===== src/rtl/counter_rr_sched_if.sv =====
// counter_rr_sched_if
// Bundles the requester handshake and the shared-counter control/readback
// signals seen by counter_rr_sched.
//   req        : per-requester level request (requesters -> scheduler)
//   gnt        : one-hot grant, all-zero when idle (scheduler -> requesters)
//   done / err : burst-complete pulse and bad-final-count pulse
//   cnt_clear  : clear strobe to the shared mod-8 counter
//   cnt_enable : count enable to the shared counter
//   cnt_value  : current counter value read back by the scheduler
// Modport master is the scheduler side; slave is the requester/counter side.
interface counter_rr_sched_if #(
    parameter int N_REQ = 4
);
    logic [N_REQ-1:0] req;
    logic [N_REQ-1:0] gnt;
    logic             done;
    logic             err;
    logic             cnt_clear;
    logic             cnt_enable;
    logic [2:0]       cnt_value;

    modport master (
        input  req,
        input  cnt_value,
        output gnt,
        output done,
        output err,
        output cnt_clear,
        output cnt_enable
    );

    modport slave (
        output req,
        output cnt_value,
        input  gnt,
        input  done,
        input  err,
        input  cnt_clear,
        input  cnt_enable
    );
endinterface


===== src/rtl/counter_rr_sched.sv =====
// counter_rr_sched
// Round-robin scheduler sharing one 3-bit mod-8 counter among N_REQ
// requesters. A granted requester owns the counter for BURST enabled counts;
// the scheduler clears the counter before each burst and checks the final
// value when the burst ends.
// Ports:
//   clk   : system clock, rising edge
//   reset : synchronous, active-high reset
//   bus   : counter_rr_sched_if.master (req, gnt, done, err,
//           cnt_clear, cnt_enable, cnt_value)
// All outputs are decoded from registered state; req never reaches gnt
// combinationally.
module counter_rr_sched #(
    parameter int N_REQ = 4,
    parameter int BURST = 5
) (
    input  logic                  clk,
    input  logic                  reset,
    counter_rr_sched_if.master    bus
);
    localparam int IDX_W = (N_REQ > 1) ? $clog2(N_REQ) : 1;
    localparam logic [2:0] RUN_LAST  = 3'(BURST - 1);
    localparam logic [2:0] CNT_FINAL = 3'(BURST % 8);

    typedef enum logic [1:0] {
        S_IDLE,
        S_CLEAR,
        S_RUN,
        S_DONE
    } state_t;

    state_t             state_q,   state_d;
    logic [N_REQ-1:0]   gnt_q,     gnt_d;
    logic [IDX_W-1:0]   gnt_idx_q, gnt_idx_d;
    logic [IDX_W-1:0]   last_q,    last_d;
    logic [2:0]         run_cnt_q, run_cnt_d;

    logic               pick_valid;
    logic [IDX_W-1:0]   pick_idx;
    logic               gnt_active;

    // Round-robin search: first set req bit after last_q, wrapping mod N_REQ.
    always_comb begin
        int             idx;
        logic [IDX_W-1:0] cand;
        pick_valid = 1'b0;
        pick_idx   = '0;
        idx        = 0;
        cand       = '0;
        for (int k = 1; k <= N_REQ; k++) begin
            idx  = (int'(last_q) + k) % N_REQ;
            cand = IDX_W'(idx);
            if (!pick_valid && bus.req[cand]) begin
                pick_valid = 1'b1;
                pick_idx   = cand;
            end
        end
    end

    // The granted requester still holding its request; low means abort.
    assign gnt_active = |(bus.req & gnt_q);

    always_comb begin
        state_d   = state_q;
        gnt_d     = gnt_q;
        gnt_idx_d = gnt_idx_q;
        last_d    = last_q;
        run_cnt_d = run_cnt_q;
        case (state_q)
            S_IDLE: begin
                if (pick_valid) begin
                    gnt_d           = '0;
                    gnt_d[pick_idx] = 1'b1;
                    gnt_idx_d       = pick_idx;
                    state_d         = S_CLEAR;
                end
            end
            S_CLEAR: begin
                if (!gnt_active) begin
                    // Abort consumes the requester's turn.
                    gnt_d   = '0;
                    last_d  = gnt_idx_q;
                    state_d = S_IDLE;
                end else begin
                    run_cnt_d = 3'd0;
                    state_d   = S_RUN;
                end
            end
            S_RUN: begin
                if (!gnt_active) begin
                    gnt_d   = '0;
                    last_d  = gnt_idx_q;
                    state_d = S_IDLE;
                end else begin
                    run_cnt_d = run_cnt_q + 3'd1;
                    if (run_cnt_q == RUN_LAST) begin
                        state_d = S_DONE;
                    end
                end
            end
            S_DONE: begin
                gnt_d   = '0;
                last_d  = gnt_idx_q;
                state_d = S_IDLE;
            end
            default: begin
                gnt_d   = '0;
                state_d = S_IDLE;
            end
        endcase
    end

    always_ff @(posedge clk) begin
        if (reset) begin
            state_q   <= S_IDLE;
            gnt_q     <= '0;
            gnt_idx_q <= '0;
            last_q    <= IDX_W'(N_REQ - 1);
            run_cnt_q <= 3'd0;
        end else begin
            state_q   <= state_d;
            gnt_q     <= gnt_d;
            gnt_idx_q <= gnt_idx_d;
            last_q    <= last_d;
            run_cnt_q <= run_cnt_d;
        end
    end

    assign bus.gnt        = gnt_q;
    assign bus.cnt_clear  = (state_q == S_CLEAR);
    assign bus.cnt_enable = (state_q == S_RUN);
    assign bus.done       = (state_q == S_DONE);
    // The final count is judged in the same cycle done is shown.
    assign bus.err        = (state_q == S_DONE) && (bus.cnt_value != CNT_FINAL);
endmodule


===== src/flat_wrapper.sv =====
// flat-port wrapper written by rule: the top's interface ports become plain ports
module counter_rr_sched_flat 
#(
    parameter int N_REQ = 4,
    parameter int BURST = 5
)
  (clk, reset, bus_req, bus_cnt_value, bus_gnt, bus_done, bus_err, bus_cnt_clear, bus_cnt_enable);
  counter_rr_sched_if #(.N_REQ(N_REQ)) bus_i ();
  input  logic clk;
  input  logic reset;
  input wire logic [$bits(bus_i.req)-1:0] bus_req;
  input wire logic [$bits(bus_i.cnt_value)-1:0] bus_cnt_value;
  output wire logic [$bits(bus_i.gnt)-1:0] bus_gnt;
  output wire logic [$bits(bus_i.done)-1:0] bus_done;
  output wire logic [$bits(bus_i.err)-1:0] bus_err;
  output wire logic [$bits(bus_i.cnt_clear)-1:0] bus_cnt_clear;
  output wire logic [$bits(bus_i.cnt_enable)-1:0] bus_cnt_enable;
  assign bus_i.req = bus_req;
  assign bus_i.cnt_value = bus_cnt_value;
  assign bus_gnt = bus_i.gnt;
  assign bus_done = bus_i.done;
  assign bus_err = bus_i.err;
  assign bus_cnt_clear = bus_i.cnt_clear;
  assign bus_cnt_enable = bus_i.cnt_enable;
  counter_rr_sched #(.N_REQ(N_REQ), .BURST(BURST)) u_core (.clk(clk), .reset(reset), .bus(bus_i));
endmodule

===== config.mk =====
export PLATFORM = sky130hd
export DESIGN_NAME = counter_rr_sched_flat
export DESIGN_NICKNAME = d
export VERILOG_FILES = /design/src/rtl/counter_rr_sched_if.sv /design/src/rtl/counter_rr_sched.sv /design/src/flat_wrapper.sv
export SDC_FILE = /design/constraint.sdc
export NUM_CORES = 1
export LEC_CHECK = 0
export CAP_MARGIN = 20
export CORE_UTILIZATION = 49
export CTS_BUF_LIST = sky130_fd_sc_hd__clkbuf_16
export DETAILED_ROUTE_END_ITERATION = 12
export GPL_TIMING_DRIVEN = 1
export PLACE_DENSITY = 0.89
export REMOVE_ABC_BUFFERS = 1
export SKIP_CTS_REPAIR_TIMING = 1
export SYNTH_ARGS = -nofsm -noshare
export SYNTH_HDL_FRONTEND = slang
export SYNTH_SLANG_ARGS = --single-unit
export TNS_END_PERCENT = 100

===== constraint.sdc =====
create_clock -name clk -period 1.7 [get_ports clk]
set_input_delay 0.34 -clock clk [delete_from_list [all_inputs] [get_ports clk]]
set_output_delay 0.34 -clock clk [all_outputs]
set_load 0.02 [all_outputs]

==> summary.md <==
| Metric | Value |
|---|---|
| Synth Area in Compound Gates | 32.58% |
| Critical Path Stages | 6 |
| Worst-path clk slew | 0.05 ns |
| CP dominant cell by count | nor2b_1 |
| Top cells by area, synth | dfxtp_1 31%, ha_1 9.0%, a21oi_1 4.8% |
| Routed Antenna Nets | 0 |
| Cell count after synthesis | 90 |
| DP Wirelength | 1.470 mm |
| Worst path slowest cell | dfxtp_1 |
| NumNets Final | 135 |
| Post-Synth Simple-Gate Area | 21.47% |
| Crit path kind | reg2reg |
| Post-Synth XOR/XNOR Area | 0% |
| Layout cell share with drive strength beyond 1 | 23.53% |
| Vias | 853 |
| Pwr Total | 0.001043 W |
| Vias per inst | 6.319 |
| Top FF cell, synth | dfxtp_1 |
| Peak Freq | 621.8 MHz |
| Worst-margin pin slew | 0.4778 ns |
| Drt wl/cell | 17.36 um |
| Final period util | 94.61% |
| 1st-iter DRT viols | 22 |
| Final instance area | 1209 um^2 |
| Max cap viols | 0 |
| Placed inst area | 1076 um^2 |
| Critical Path RT | 1.82 ns |
| Cell Rows | 14 |
| Post-synth EDFFs | 0 |
| Die W | 43.24 um |
| Die area | 1870 um^2 |
| Multiplexer share of the synthesized area | 2.402% |
| CTS root buf | clkbuf_16 |
| Final Setup Violations | 0 |
| Hold Path Origin | u_core.gnt_idx_q[1] |
| Reg2Reg Launch Point | u_core.state_q[0] |
| Adder-Cell Fraction of Synth Area | 9.009% |
| Worst R2R End | u_core.last_q[0] |
| Clock skew | 0.003343 ns |
| Yosys top cell by area | dfxtp_1 |
| Syn-to-layout area delta | 45.05% |
| IO Port Bufs | 16 |
| Filler cells | 86 |
| WHS Endpoint | u_core.gnt_idx_q[1] |
| Core footprint | 1541 um^2 |
| Lkg Pwr | 0.5733 nW |
| CTS sink cnt | 13 |
| Initial Util | 54.06% |
| CP peak stage delay | 0.37 ns |
| Die Span Y | 43.24 um |
| Largest net degree at the start of global routing | 10 |
| Cell variety after synth | 37 |
| Crit path max-delay family | compound AO/OA/AOI/OAI gates |
| Drt total wl | 2.343 mm |
| Final worst setup slack | 0.09167 ns |
| Maximum net fanout on the critical path | 4 |
| R2R Setup Slk | 0.09 ns |
| GPL Wtd Cong | 0.8302 |
| Hold Violations, Final | 0 |
| Worst Path Arrival | 1.73 ns |
| Mean Syn Cell Area | 9.259 um^2 |
| Initial antenna violation count | 0 |
| Synth top area share | 31.23% |
| Hold Path Cell Cnt | 2 |
| Worst Setup End Kind | flip-flop |
| Slew HR | 68.05% |
| Final Critical Period | 1.608 ns |
| Yosys warnings | 0 |
| Clk_lat worst skew | 0.24 ns |
| Critical path cell sequence | inv_1 -> ha_1 -> nor2b_1 -> a31oi_2 -> nor2b_1 -> a211o_1 |
| Most common cell in the netlist | dfxtp_1 |
| ANT cells | 0 |
| Power Density | 862.7 nW/um^2 |
| Synth cell count leaders | 13 x dfxtp_1, 8 x a21oi_1, 6 x ha_1, 6 x nand2_1 |
| WP buf/inv | 1 |
| Synth async-reset ratio | 0% |
| Pre-CTS WS | -0.2572 ns |
| Synth Cell Area | 833.3 um^2 |
| CP startpoint kind | flip-flop |
| Run status | complete, no violations |
| CTS buffer count | 3 |
| First drt pass iteration count | 4 |
| R2R depth | 6 |
| All-Layer GR Usage | 24.89% |
| DRC | 0 |
| Total grt overflow | 0 |
| Main combinational cell family by area after synthesis | compound AO/OA/AOI/OAI gates |
| First-pass GRT wire length | 3.450 mm |
| Post-synthesis sequential area ratio | 31.23% |
| Final max-slew violation count | 0 |
| Clock tree buffer depth | 2 |
| Hold crit path type | reg2reg |
| CTS tree | done |
| Boundary Pins | 17 |
| Peak supply drop | 0.7151 mV |
| Register bit total from synthesis | 13 |
| CTS H-tree depth | 1 |
| Vias in the first global route | 794 |
## layout make-up
| type | count | area, um^2 | area share [%] |
|---|---|---|---|
| multi-input cells | 70 | 564.3 | 46.69 |
| repair buffers | 28 | 270.3 | 22.36 |
| flip-flops and latches | 13 | 260.3 | 21.53 |
| clock buffers | 3 | 75.07 | 6.211 |
| well taps | 16 | 20.02 | 1.656 |
| inverters | 4 | 15.01 | 1.242 |
| clock inverters | 1 | 3.754 | 0.3106 |
## sequential cells by signal, summed over array words and instances, names as in the netlist
name              cells
u_core.bus.gnt        4
u_core.state_q        2
u_core.last_q         2
u_core.run_cnt_q      3
u_core.gnt_idx_q      2
## logic make-up after synthesis
logic type,Yosys count
compound gates,33
simple gates,29
flops,13
buf+inv,7
fa+ha+maj,6
mux,2
## cell usage in the layout (no fill, tap or decap), types with 2 or more instances in the layout
master and count:
ha_1 6, inv_1 5, a21oi_1 7, a22o_1 4, clkbuf_16 3, nand2b_1 2
mux2i_1 2, nand3_1 3, buf_4 12, a211o_1 2, a31oi_1 2, a22oi_2 2
o21ai_0 5, dfxtp_1 13, nand2_1 6, dlymetal6s2s_1 8, nor2_1 3, nor2b_1 5
clkdlybuf4s50_1 8
## report_power, final
group,total (W),leakage [nW],internal (W),switching [W]
logic,0.000255,0.425,0.000126,0.000128
clock network,0.000439,0.0423,0.000310,0.000128
registers,0.000350,0.106,0.000328,0.0000217
## through the flow
| step | setup TNS (ns) | cells | hold slack [ns] | util [%] |
|---|---|---|---|---|
| 6_report | 0 | 135 | 0.5024 | 78.41 |
| 5_1_grt | -0.004493 | 135 | 0.5150 | 78.41 |
| 4_1_cts | -0.5247 | 133 | 0.5073 | 74.92 |
| 3_5_place_dp | -2.317 | 129 | 0.4961 | 69.81 |
| 3_3_place_gp | -1.954 | 129 | 0.4814 | 69.81 |
| 2_1_floorplan | 0 | 87 | 0.4091 | - |
## how the worst max path moves through the flow
stage	endpoint	startpoint	slack [ns]
6_report	u_core.last_q[0]	u_core.state_q[0]	0.09
5_1_grt	u_core.bus.gnt[2]	u_core.state_q[0]	-0.004
4_1_cts	bus_err	bus_cnt_value[2]	-0.18
3_5_place_dp	u_core.bus.gnt[2]	bus_req[3]	-0.26
3_3_place_gp	u_core.bus.gnt[2]	bus_req[2]	-0.21
2_1_floorplan	u_core.last_q[0]	u_core.state_q[1]	0.19
## worst reg2reg max path, cell delays in order, from the launching register on
cell and delay, ns:
dfxtp_1 0.37, inv_1 0.10, ha_1 0.36, nor2b_1 0.07, a31oi_2 0.25, nor2b_1 0.08
a211o_1 0.27
## metal layers
| layer | global-route usage, % | wire length [um] | vias to the layer above |
|---|---|---|---|
| li1 | - | - | 396 |
| met1 | 29.95 | 953 | 409 |
| met2 | 40.30 | 1127 | 38 |
| met3 | 7.234 | 179 | 10 |
| met4 | 11.52 | 82 | 0 |
| met5 | 0 | 0 | - |
(Power assumes the default switching activity.)
